## src/rtl/coef_loader.sv

```systemverilog
// Serial coefficient-bank loader: hunts for an AA 55 sync, skips ADC bytes, shadows a
// full biquad coefficient bank and commits it atomically when the XOR checksum matches.
module coef_loader #(
    parameter int unsigned   NBANDS     = 3,
    parameter int unsigned   NCOEF      = 5,
    parameter int unsigned   CW         = 16,
    parameter int unsigned   SKIP_BYTES = 10,
    parameter logic [CW-1:0] UNITY      = 16'h4000,
    parameter int unsigned   TIMEOUT    = 1024
) (
    input  logic                         clk,
    input  logic                         reset,
    input  logic [7:0]                   rx_byte,
    input  logic                         rx_valid,
    output logic [NBANDS*NCOEF*CW-1:0]   coefs,
    output logic                         coef_update,
    output logic                         frame_err,
    output logic [7:0]                   err_count,
    output logic                         busy
);

    localparam int unsigned NWORDS  = NBANDS * NCOEF;
    localparam int unsigned TOTAL   = NWORDS * CW;
    localparam int unsigned NBYTES  = TOTAL / 8;
    localparam int unsigned CNT_MAX = (SKIP_BYTES > NBYTES) ? SKIP_BYTES : NBYTES;
    localparam int unsigned BW      = $clog2(CNT_MAX + 1);
    localparam int unsigned IW      = $clog2(TIMEOUT + 1);

    generate
        if ((CW % 8) != 0 || CW == 0) begin : g_bad_cw
            $error("coef_loader: CW must be a non-zero multiple of 8");
        end
    endgenerate

    typedef enum logic [2:0] {HUNT1, HUNT2, SKIP, COEF, CSUM} state_t;

    localparam state_t AFTER_SYNC = (SKIP_BYTES == 0) ? COEF : SKIP;

    state_t           state;
    logic [TOTAL-1:0] shadow;
    logic [7:0]       csum;
    logic [BW-1:0]    bcnt;
    logic [IW-1:0]    idle_cnt;
    logic             in_frame;
    logic             timeout_hit;

    function automatic logic [TOTAL-1:0] reset_bank();
        logic [TOTAL-1:0] b;
        b = '0;
        for (int unsigned n = 0; n < NBANDS; n++) begin
            b[(NWORDS - 1 - n * NCOEF) * CW +: CW] = UNITY;
        end
        return b;
    endfunction

    function automatic logic [7:0] sat_inc(input logic [7:0] v);
        return (v == 8'hFF) ? v : v + 8'd1;
    endfunction

    assign in_frame    = (state == SKIP) || (state == COEF) || (state == CSUM);
    // The abort fires on the idle edge that would bring the counter to TIMEOUT.
    assign timeout_hit = !rx_valid && in_frame && (idle_cnt >= IW'(TIMEOUT - 1));
    assign busy        = (state != HUNT1);

    always_ff @(posedge clk or posedge reset) begin
        if (reset) begin
            state       <= HUNT1;
            coefs       <= reset_bank();
            shadow      <= '0;
            csum        <= '0;
            bcnt        <= '0;
            idle_cnt    <= '0;
            coef_update <= 1'b0;
            frame_err   <= 1'b0;
            err_count   <= '0;
        end else begin
            coef_update <= 1'b0;
            frame_err   <= 1'b0;

            if (rx_valid) begin
                idle_cnt <= '0;
            end else if (idle_cnt != IW'(TIMEOUT)) begin
                idle_cnt <= idle_cnt + 1'b1;
            end

            if (timeout_hit) begin
                state     <= HUNT1;
                frame_err <= 1'b1;
                err_count <= sat_inc(err_count);
            end else if (rx_valid) begin
                case (state)
                    HUNT1: begin
                        if (rx_byte == 8'hAA) state <= HUNT2;
                    end
                    HUNT2: begin
                        if (rx_byte == 8'h55) begin
                            state <= AFTER_SYNC;
                            csum  <= '0;
                            bcnt  <= '0;
                        end else if (rx_byte != 8'hAA) begin
                            state <= HUNT1;
                        end
                    end
                    SKIP: begin
                        csum <= csum ^ rx_byte;
                        if (bcnt == BW'(SKIP_BYTES - 1)) begin
                            state <= COEF;
                            bcnt  <= '0;
                        end else begin
                            bcnt <= bcnt + 1'b1;
                        end
                    end
                    COEF: begin
                        csum   <= csum ^ rx_byte;
                        shadow <= (shadow << 8) | TOTAL'(rx_byte);
                        if (bcnt == BW'(NBYTES - 1)) begin
                            state <= CSUM;
                            bcnt  <= '0;
                        end else begin
                            bcnt <= bcnt + 1'b1;
                        end
                    end
                    CSUM: begin
                        state <= HUNT1;
                        if (rx_byte == csum) begin
                            coefs       <= shadow;
                            coef_update <= 1'b1;
                        end else begin
                            frame_err <= 1'b1;
                            err_count <= sat_inc(err_count);
                        end
                    end
                    default: state <= HUNT1;
                endcase
            end
        end
    end

endmodule

```

## config.mk

```make
export PLATFORM = sky130hd
export DESIGN_NAME = coef_loader
export DESIGN_NICKNAME = d
export VERILOG_FILES = /design/src/rtl/coef_loader.sv
export SDC_FILE = /design/constraint.sdc
export NUM_CORES = 1
export LEC_CHECK = 0
export ABC_AREA = 0
export CAP_MARGIN = 20
export CORE_MARGIN = 1
export CORE_UTILIZATION = 48
export CTS_BUF_LIST = sky130_fd_sc_hd__clkbuf_4 sky130_fd_sc_hd__clkbuf_8
export DETAILED_ROUTE_END_ITERATION = 8
export PLACE_DENSITY = 0.74
export SYNTH_ARGS = -nofsm -noshare
export SYNTH_HDL_FRONTEND = slang
export SYNTH_SLANG_ARGS = --single-unit
```

## constraint.sdc

```tcl
create_clock -name clk -period 17.25 [get_ports clk]
set_clock_uncertainty 0.05 [all_clocks]
set_input_delay 3.45 -clock clk [delete_from_list [all_inputs] [get_ports clk]]
set_output_delay 3.45 -clock clk [all_outputs]
set_load 0.05 [all_outputs]
```

# Word level (Yosys, flattened, before mapping)
# Cells that the tools add are included.
# word_totals
register_bits	517
output_inout_bits	251
wordCells	82
# op_classes
add_sub_neg	3
n_lt_le_gt_ge	1
n_eq_ne	18
muxes	29
n_bitwise	3
reduce_logical	19
# ops
cell	n
$or 240x8->240	1
$mux 8	6
$mux 11	2
$mux 3	7
$eq 8x8->1 const B	2
$pmux 8 s2	1
$mux 5	3
$pmux 5 s3	1
$pmux 3 s4	1
$reduce_and 4->1	3
$add 11x1->11 const B	1
$ge 11x10->1 const B	1
$ne 11x11->1 const B	1
$add 8x1->8 const B	1
$eq 8x7->1 const B	1
$eq 8x8->1	1
$mux 1	8
$ne 8x8->1 const B	1
$reduce_bool 2->1	4
$xor 8x8->8	1
$eq 3x2->1 const B	2
$ne 3x2->1 const B	2
$reduce_and 3->1	2
$reduce_bool 3->1	2
other kinds (15)	18

# Longest topological paths before layout
# Gate-level depths: netlist of the first run.
# logic_depth
depth_word	7
ltp_mapped	8
mapped_depth_nobuf	7

# Worst setup path after synthesis of the first run
# No wires, ideal clock.
# synth_timing
path_type	input to register
from	input port rx_byte[3]
to	register csum[0]
setup_time_ns	0.129
arrival_time_ns	4.653
t_required_ns	17.071
setup_slack_ns	12.418
stages	7
cell_sequence	and4bb_2 -> a31oi_1 -> or3_1 -> clkbuf_1 -> clkbuf_1 -> o21ai_0 -> o21ai_0
# synth_via
elab_chain_cells	3
# synth_lines
item	line_no	rtl
from (decl)	13	input logic [7:0] rx_byte,
$eq 8x7->1	96	if (rx_byte == 8'h55) begin
$ne 2x2->1 (no source line)	n/a	
$reduce_and 4->1 (no source line)	n/a	
to (signal assigned)	105	csum <= csum ^ rx_byte;
to (signal assigned)	114	csum <= csum ^ rx_byte;
to (decl)	41	logic [7:0] csum;
# Every way passes these cells.
# A chain may end at the register's enable or synchronous reset.

# Final worst setup path of the first run
# layout_timing
from	input port rx_valid
to	register coefs[166]
# layout_via
elab_chain_cells	5
# layout_lines
item	line_no	rtl
from (decl)	14	input logic rx_valid,
$logic_not 1->1	62	assign timeout_hit = !rx_valid && in_frame && (idle_cnt >= IW'(TIMEOUT - 1));
$logic_and 1x1->1 (2 in series)	62	
$not 1->1 (no source line)	n/a	
$reduce_and 4->1 (no source line) *	n/a	
to (signal assigned)	68	coefs <= reset_bank();
to (signal assigned)	126	coefs <= shadow;
to (decl)	15	output logic [NBANDS*NCOEF*CW-1:0] coefs,
# Mark *: on every way between the ends. The rest lies on a longest branch, timed or not.

==> results.yml, run 1 <==
synth:
  synth_area_sq_mm: 0.02058
  synth_fp_nets: 1245
  syn_inst: 1229
  synth_edf_count: 0
  yosys-top-cells-area: "dfrtp_1 (62%), mux2_2 (16%), mux2_4 (14%)"
  synth.distinct_cells: 44
  ys_ff_latch: 517
  synth-async-reset-ratio_pct: 100.0
  ys_warn_count: 0
  dominantRegCellSynth: "dfrtp_1"
  synth-seq-area-share_pct: 62.87
  synth_top_cell_area_share_pct: 62.48
  netlist.top_cell.by_area: "dfrtp_1"
  postSynthAreaPerCell_sq_um: 16.75
final_layout:
  n_fill_cell: 3179
  drive_above_1_share_pct: 41.58
  final_nets: 1544
  finalNonFillerCells: 2132
  area_growth_pct: 23.24
min_path:
  min_path_type: "reg2reg"
placement:
  hpwl_microns: 25850
  portBuffers: 261
  place_ws_ns: 9.595
  dp_cells: 1981
  gp_congestion: 0.8164
route:
  wl_microns: 40490
  ant_nets: 0
  wl_per_cell_microns: 18.99
  drc: 0
  drt_first_pass_iters: 5
  via_count: 10940
  routed_via_density: 5.133
  drtIter0Drc: 571
clock_tree:
  numCtsBuffers: 84
  tritoncts: "built"
  cts-resized-gates: 0
  clkSlewWorstSetupHoldPaths_ns: 0.06
  hold_buffers: 0
  htree_levels: 3
  clk_latency_ns: 0.64
  cts-root-buf: "clkbuf_8"
  cts_sinks: 517
  cts_setup_buffers: 0
  cts_max_path_buffers: 3
sta:
  fmax_mhz: 142.4
  slew_violations: 0
  setup_slack_ns: 10.23
  hold_viol: 0
  grt_setup_unrepaired: "false"
  slew_headroom_pct: 28.55
  setup_viol: 0
  fin_tns_setup_ns: 0
  min_period_over_period_pct: 40.70
  fin_hold_ws_ns: 0.4479
  tightest_slew_ns: 1.072
  finalCriticalPeriod_ns: 7.021
critical_path:
  critPathCaptureType: "flop"
  slowest_delay_ns: 0.95
  cpMostUsedCell: "buf_4"
  crit_slowest_cell: "buf_4"
  worstPathRequired_ns: 17.71
  critPathLaunchType: "input pin"
  cp.arrival_ns: 7.48
  path_class: "in2reg"
  critPathMaxFanout: 72
  crit_chain: "clkdlybuf4s50_1 > inv_1 > nor2_2 > nand2_8 > buf_4 > buf_4 > mux2_2"
floorplan:
  fp-row-count: 75
  initial_core_util_pct: 48.86
  die-area_sq_mm: 0.04372
  die_w_microns: 209.1
  core-area_sq_mm: 0.04213
  ios: 262
  die_h_microns: 209.1
global_routing:
  grt_pass1_wl_microns: 65540
  antenna_found_initial: 1
  grt_pass1_vias: 11620
  grt_overflow: 0
  grt_usage_pct: 18.97
  grt_max_degree: 172
run:
  drv_cap: 0
power_and_ir_drop:
  power.density_mw_per_mm2: 93.98
  leakagePower_uw: 0.01306
  power_uw: 2384
  ir_drop_mv: 0.07551
outcome:
  status: "finished, final reports clean"
cells in the final DEF, fill, tap and decap left out, types with 2 or more instances in the layout:
cell / instances
nand2_1: 15
dfrtp_1: 514
buf_12: 2
nand4_1: 7
clkbuf_4: 31
mux2_4: 189
or3_1: 3
clkbuf_8: 105
dfstp_2: 3
mux2_2: 294
clkinv_2: 8
a21oi_1: 8
nand3_1: 6
clkinvlp_4: 5
nor3_1: 6
ha_1: 5
buf_4: 8
and3_1: 6
inv_1: 7
xor2_1: 7
nor4_1: 2
clkdlybuf4s50_1: 261
nor2_1: 25
xnor2_1: 15
nand2b_1: 10
o21ai_0: 22
and4bb_2: 4
stage by stage:
stage,cell area (sq um),utilization [%]
2_1_floorplan,20590,-
3_3_place_gp,23580,55.96
3_5_place_dp,23580,55.96
4_1_cts,25370,60.20
5_1_grt,25370,60.21
6_report,25370,60.21
kinds of logic after synthesis:
| family | Yosys count | synth area share (%) |
|---|---|---|
| adders and majority gates | 5 | 0.3039 |
| buffers and inverters | 66 | 2.170 |
| xor gates and xnor gates | 22 | 0.9361 |
| DFF | 517 | 62.87 |
| muxes | 484 | 29.92 |
| AOI/OAI and AO/OA | 41 | 1.283 |
| and+or+nand+nor | 94 | 2.523 |
worst paths after layout:
kind	from	to	slack, ns	depth (start not counted)
max	rx_valid	coefs[166]$_DFFE_PP0P_	10.23	7
min	shadow[238]$_DFFE_PP0P_	coefs[238]$_DFFE_PP1P_	0.45	1
max reg2reg	state[1]$_DFFE_PP0P_	coefs[166]$_DFFE_PP0P_	13.32	6
min reg2reg	shadow[238]$_DFFE_PP0P_	coefs[238]$_DFFE_PP1P_	0.45	1
max in group asynchronous	reset	coefs[108]$_DFFE_PP0P_	11.55	4
min in group asynchronous	reset	coefs[182]$_DFFE_PP0P_	3.28	2
synthesized netlist by cell type (2+ instances only):
| cell | number |
|---|---|
| a21oi_1 | 8 |
| and3_1 | 6 |
| and4bb_2 | 4 |
| buf_2 | 30 |
| buf_6 | 21 |
| clkbuf_1 | 6 |
| dfrtp_1 | 514 |
| dfstp_2 | 3 |
| ha_1 | 5 |
| inv_1 | 8 |
| mux2_2 | 294 |
| mux2_4 | 189 |
| nand2_1 | 16 |
| nand2_2 | 2 |
| nand2b_1 | 10 |
| nand3_1 | 6 |
| nand4_1 | 7 |
| nor2_1 | 25 |
| nor3_1 | 6 |
| nor4_1 | 2 |
| o21ai_0 | 22 |
| or3_1 | 3 |
| xnor2_1 | 15 |
| xor2_1 | 7 |
final cells by class:
class	instances	area, sq um	area share, %
Clock inverter	14	108.9	0.4291
Antenna cell	1	2.502	0.009864
Clock buffer	136	1678	6.614
Timing Repair Buffer	271	2713	10.69
Multi-Input combinational cell	646	7218	28.45
Inverter	8	33.78	0.1332
Tap cell	539	674.4	2.658
Sequential cell	517	12940	51.01
flip-flops by register name, indices dropped and copies added (netlist names):
register,count
coefs,240
shadow,240
csum,8
coef_update,1
bcnt,5
err_count,8
state,3
frame_err,1
idle_cnt,11
worst max-delay path, delay by kind of cell:
family	cells	cell delay (ns)
buffers and inverters	4	2.85
AND/OR/NAND/NOR	2	0.59
multiplexers	1	0.42
layer usage:
metal,routed length [microns],track usage (%),part of all wire [%]
met3,2541,6.147,6.3
met1,18230,25.59,45
met2,18780,28.98,46
met4,950,6.389,2.3
met5,0,0,0
where the power goes:
part | switching (uW) | total (uW) | internal (uW)
clock network | 470 | 1100 | 630
logic | 41.6 | 58.7 | 17.1
registers | 7.18 | 1230 | 1220
total | 519 | 2380 | 1870
(Power assumes the default switching activity.)
==> run 2, diff against run 1 <==
PLACE_DENSITY = 0.72   (was 0.74)
clock period = 7.1 ns   (was 17.25 ns; I/O delays follow)
==> run 2 against run 1 <==
  * Die area did not move
  * Combinational power increased by 140%
  * First-iteration DRC count is 17% lower
  * Non-clock buffer count unchanged
  * Global-route usage decreased by 0.26 points
  * Register-to-register slack worse by 9.1 ns
  * Core utilization grew 0.16 points
  * Worst setup slack lost 7.0 ns
  * Design area grew 0.26%
  * Highest routed layer unchanged
  * Total power up 140%
  * Critical path depth is 1 lower
==> results.yml, run 2 (synthesis results as in run 1) <==
outcome:
  status: "finished, final reports clean"
power_and_ir_drop:
  ir_drop_mv: 0.1788
  power_uw: 5825
  leakagePower_uw: 0.01310
  power.density_mw_per_mm2: 229.0
sta:
  setup_viol: 0
  min_period_over_period_pct: 54.31
  finalCriticalPeriod_ns: 3.856
  fmax_mhz: 259.3
  slew_headroom_pct: 37.78
  grt_setup_unrepaired: "false"
  tightest_slew_ns: 0.9332
  hold_viol: 0
  slew_violations: 0
  fin_tns_setup_ns: 0
final_layout:
  n_antenna_cell: 0
  drive_above_1_share_pct: 41.58
  layout_common_cells: "dfrtp_1 (514), mux2_2 (294), clkdlybuf4s50_1 (261), mux2_4 (189), clkbuf_8 (110)"
  area_growth_pct: 23.57
  n_fill_cell: 3189
  fin_area_sq_mm: 0.02544
  layout_commonest_cell: "dfrtp_1"
  utilization_pct: 60.37
  reg_top3: "coefs x240, shadow x240, idle_cnt x11"
  finalNonFillerCells: 2131
  final_nets: 1545
route:
  wl_microns: 39830
  via_count: 10970
  ant_nets: 0
  wl_per_cell_microns: 18.69
  drc: 0
  drt_first_pass_iters: 4
  routed_via_density: 5.147
  drtIter0Drc: 473
floorplan:
  die_h_microns: 209.1
  ios: 262
  die-area_sq_mm: 0.04372
  core-area_sq_mm: 0.04213
  die_w_microns: 209.1
  initial_core_util_pct: 48.86
  fp-row-count: 75
critical_path:
  critPathMaxFanout: 96
  cp.arrival_ns: 4.30
  critPathLaunchType: "input pin"
  crit_chain: "clkdlybuf4s50_1 > inv_1 > nor2_2 > nand2_8 > buf_12 > mux2_4"
  crit_buf_inv: 3
  worstPathRequired_ns: 7.55
  slowest_delay_ns: 0.90
  cp_top_family: "buffers and inverters"
  crit_slowest_cell: "clkdlybuf4s50_1"
  critPathCaptureType: "flop"
  path_class: "in2reg"
global_routing:
  grt_max_degree: 155
  antenna_found_initial: 0
  grt_pass1_vias: 11650
  grt_overflow: 0
  grt_pass1_wl_microns: 64860
  grt_usage_pct: 18.71
clock_tree:
  cts_sinks: 517
  cts-resized-gates: 0
  clk_latency_ns: 0.63
  hold_buffers: 0
  tritoncts: "built"
  cts_max_path_buffers: 3
  clkSlewWorstSetupHoldPaths_ns: 0.06
  cts-root-buf: "clkbuf_8"
  cts_setup_buffers: 0
  numCtsBuffers: 85
  htree_levels: 3
placement:
  place_area_sq_mm: 0.02362
  dp_cells: 1981
  hpwl_microns: 25200
  portBuffers: 261
  gp_congestion: 0.7864
run:
  drv_cap: 0
min_path:
  min_path_type: "reg2reg"
-- run 2: path summary, 6_finish.rpt --
check	startpoint	endpoint	slack, ns	cells past startpoint
max	rx_valid	coefs[142]$_DFFE_PP0P_	3.24	6
min	shadow[155]$_DFFE_PP0P_	coefs[155]$_DFFE_PP0P_	0.45	1
max reg2reg	state[0]$_DFFE_PP0P_	coefs[142]$_DFFE_PP0P_	4.22	5
min reg2reg	shadow[155]$_DFFE_PP0P_	coefs[155]$_DFFE_PP0P_	0.45	1
max in group asynchronous	reset	shadow[84]$_DFFE_PP0P_	4.26	3
min in group asynchronous	reset	coefs[181]$_DFFE_PP0P_	1.28	2
-- run 2: worst reg2reg max path, stage by stage, from the launching register on --
cell     delay, ns
dfrtp_1       0.48
or3b_1        0.47
nor2_2        0.24
nand2_8       0.41
buf_12        0.49
mux2_4        0.61
-- run 2: stage by stage --
| step | hold WS [ns] | worst slack (ns) |
|---|---|---|
| 2_1_floorplan | 0.4254 | -1.390 |
| 3_3_place_gp | 0.4363 | 2.784 |
| 3_5_place_dp | 0.4401 | 2.718 |
| 4_1_cts | 0.4445 | 3.296 |
| 5_1_grt | 0.4625 | 3.209 |
| 6_report | 0.4474 | 3.244 |
-- run 2: layout make-up --
| class | count | area [sq um] | share of cell area (%) |
|---|---|---|---|
| Timing Repair Buffer | 271 | 2750 | 10.81 |
| Clock inverter | 14 | 108.9 | 0.4280 |
| Clock buffer | 136 | 1709 | 6.719 |
| Tap cell | 539 | 674.4 | 2.651 |
| Inverter | 8 | 33.78 | 0.1328 |
| Multi-Input combinational cell | 646 | 7218 | 28.38 |
| Sequential cell | 517 | 12940 | 50.88 |
-- run 2: routing by layer --
layer / track usage [%] / wire (microns)
met2: 28.10 / 18550
met5: 0 / 0
met3: 6.643 / 2768
met4: 5.882 / 775
met1: 25.44 / 17730
-- run 2: where the power goes --
part / switching (uW) / internal [uW] / leakage, uW
logic: 101 / 42.2 / 0.00492
clock network: 1140 / 1560 / 0.000974
registers: 17.7 / 2960 / 0.00721
==> run 3, diff against run 2 <==
PLACE_DENSITY = 0.74   (was 0.72)
clock period = 3.5 ns   (was 7.1 ns; I/O delays follow)
==> run 3 against run 2 <==
  * Critical path depth decreased by 4
  * Clock power grew 100%
  * Final cell count up 0.94%
  * Sequential power grew 100%
  * Via count grew 0.98%
  * Clock-buffer cell count unchanged
  * Non-clock buffer count rose by 22
  * Worst hold slack worse by 0.052 ns
  * Wire length increased by 2.9%
  * Critical path type is now reg2out
  * Highest routed layer unchanged
==> results.yml, run 3 (synthesis results as in run 1) <==
outcome:
  status: "finished, final reports clean"
final_layout:
  drive_above_1_share_pct: 42.31
  n_antenna_cell: 0
  area_growth_pct: 24.75
  reg_top3: "coefs x240, shadow x240, idle_cnt x11"
  final_nets: 1566
  layout_commonest_cell: "dfrtp_1"
  n_fill_cell: 3190
  layout_common_cells: "dfrtp_1 (514), mux2_2 (294), clkdlybuf4s50_1 (261), mux2_4 (189), clkbuf_8 (108)"
  utilization_pct: 60.95
  finalNonFillerCells: 2151
placement:
  hpwl_microns: 27130
  place_ws_ns: 0.4479
  gp_congestion: 0.7873
  dp_cells: 2003
  portBuffers: 261
clock_tree:
  tritoncts: "built"
  numCtsBuffers: 84
  clk_latency_ns: 0.62
  cts-root-buf: "clkbuf_8"
  cts_max_path_buffers: 3
  clkSlewWorstSetupHoldPaths_ns: 0.06
  cts_setup_buffers: 0
  cts-resized-gates: 0
  hold_buffers: 0
  cts_sinks: 517
  htree_levels: 3
route:
  wl_per_cell_microns: 19.05
  wl_microns: 40970
  drtIter0Drc: 503
  ant_nets: 0
  via_count: 11080
  drt_first_pass_iters: 4
  routed_via_density: 5.150
  drc: 0
power_and_ir_drop:
  power.density_mw_per_mm2: 459.7
  ir_drop_mv: 0.3456
  power_uw: 11800
  leakagePower_uw: 0.01323
floorplan:
  initial_core_util_pct: 48.86
  die-area_sq_mm: 0.04372
  die_w_microns: 209.1
  die_h_microns: 209.1
  core-area_sq_mm: 0.04213
  fp-row-count: 75
  ios: 262
critical_path:
  worst-path-stages: 2
  crit_chain: "or3_1 > clkdlybuf4s50_1"
  worstPathRequired_ns: 2.75
  path_class: "reg2out"
  critPathLaunchType: "flop"
  crit_buf_inv: 1
  critPathCaptureType: "primary output"
  cp_top_family: "buffers and inverters"
  slowest_delay_ns: 0.72
  cp.arrival_ns: 2.26
  crit_slowest_cell: "clkdlybuf4s50_1"
  critPathMaxFanout: 10
  reg2reg_slack_ns: 1.14
  reg2regPathDepth: 5
sta:
  slew_headroom_pct: 40.61
  slew_violations: 0
  min_period_over_period_pct: 85.94
  finalCriticalPeriod_ns: 3.008
  setup_slack_ns: 0.4920
  hold_viol: 0
  setup_viol: 0
  grt_setup_unrepaired: "false"
  fmax_mhz: 332.4
  fin_hold_ws_ns: 0.3953
  tightest_slew_ns: 0.8909
global_routing:
  grt_overflow: 0
  antenna_found_initial: 0
  grt_usage_pct: 19.41
  grt_pass1_vias: 11870
  grt_pass1_wl_microns: 66900
  grt_max_degree: 123
min_path:
  min_path_type: "in2async"
run:
  drv_cap: 0
[run 3: cell types whose count changed in the layout (fill, tap and decap cells not counted)]
| cell | before | now |
|---|---|---|
| inv_8 | 0 | 1 |
| clkbuf_4 | 26 | 28 |
| buf_4 | 5 | 19 |
| clkinv_2 | 9 | 7 |
| clkinvlp_4 | 2 | 3 |
| clkbuf_8 | 110 | 108 |
| inv_6 | 3 | 1 |
| buf_12 | 5 | 13 |
[run 3: final cells by class]
type,instances,area [sq um],area share [%]
Clock buffer,136,1697,6.607
Timing Repair Buffer,293,3015,11.74
Tap cell,539,674.4,2.626
Inverter,8,33.78,0.1316
Sequential cell,517,12940,50.39
Clock inverter,12,100.1,0.3898
Multi-Input combinational cell,646,7218,28.11
[run 3: layer usage]
layer / track usage, % / share of wire [%]
met5: 0 / 0
met4: 6.744 / 2.1
met3: 6.598 / 7.2
met2: 29.52 / 47
met1: 26.01 / 44
[run 3: where the power goes]
group,switching [uW],internal (uW)
clock network,2310,3140
registers,35.8,6010
logic,211,99.1
total,2560,9240
[run 3: worst paths after layout]
| check | startpoint | to |
|---|---|---|
| max | state[0]$_DFFE_PP0P_ | busy |
| min | reset | coefs[177]$_DFFE_PP0P_ |
| max reg2reg | state[0]$_DFFE_PP0P_ | coefs[160]$_DFFE_PP0P_ |
| min reg2reg | err_count[5]$_DFFE_PP0P_ | err_count[5]$_DFFE_PP0P_ |
| max in group asynchronous | reset | coefs[104]$_DFFE_PP0P_ |
| min in group clk | err_count[5]$_DFFE_PP0P_ | err_count[5]$_DFFE_PP0P_ |
[run 3: worst register-to-register path, delay by kind of cell, from the launching register on]
family | cells | cell delay (ns)
DFF | 1 | 0.47
muxes | 1 | 0.69
and+or+nand+nor | 3 | 0.82
buffers and inverters | 1 | 0.21
[run 3: per-stage QoR]
stage | instance area [sq um] | setup TNS, ns
6_report | 25680 | 0
5_1_grt | 25680 | 0
4_1_cts | 25680 | 0
3_5_place_dp | 23880 | 0
3_3_place_gp | 23880 | 0
2_1_floorplan | 20590 | -2201.61
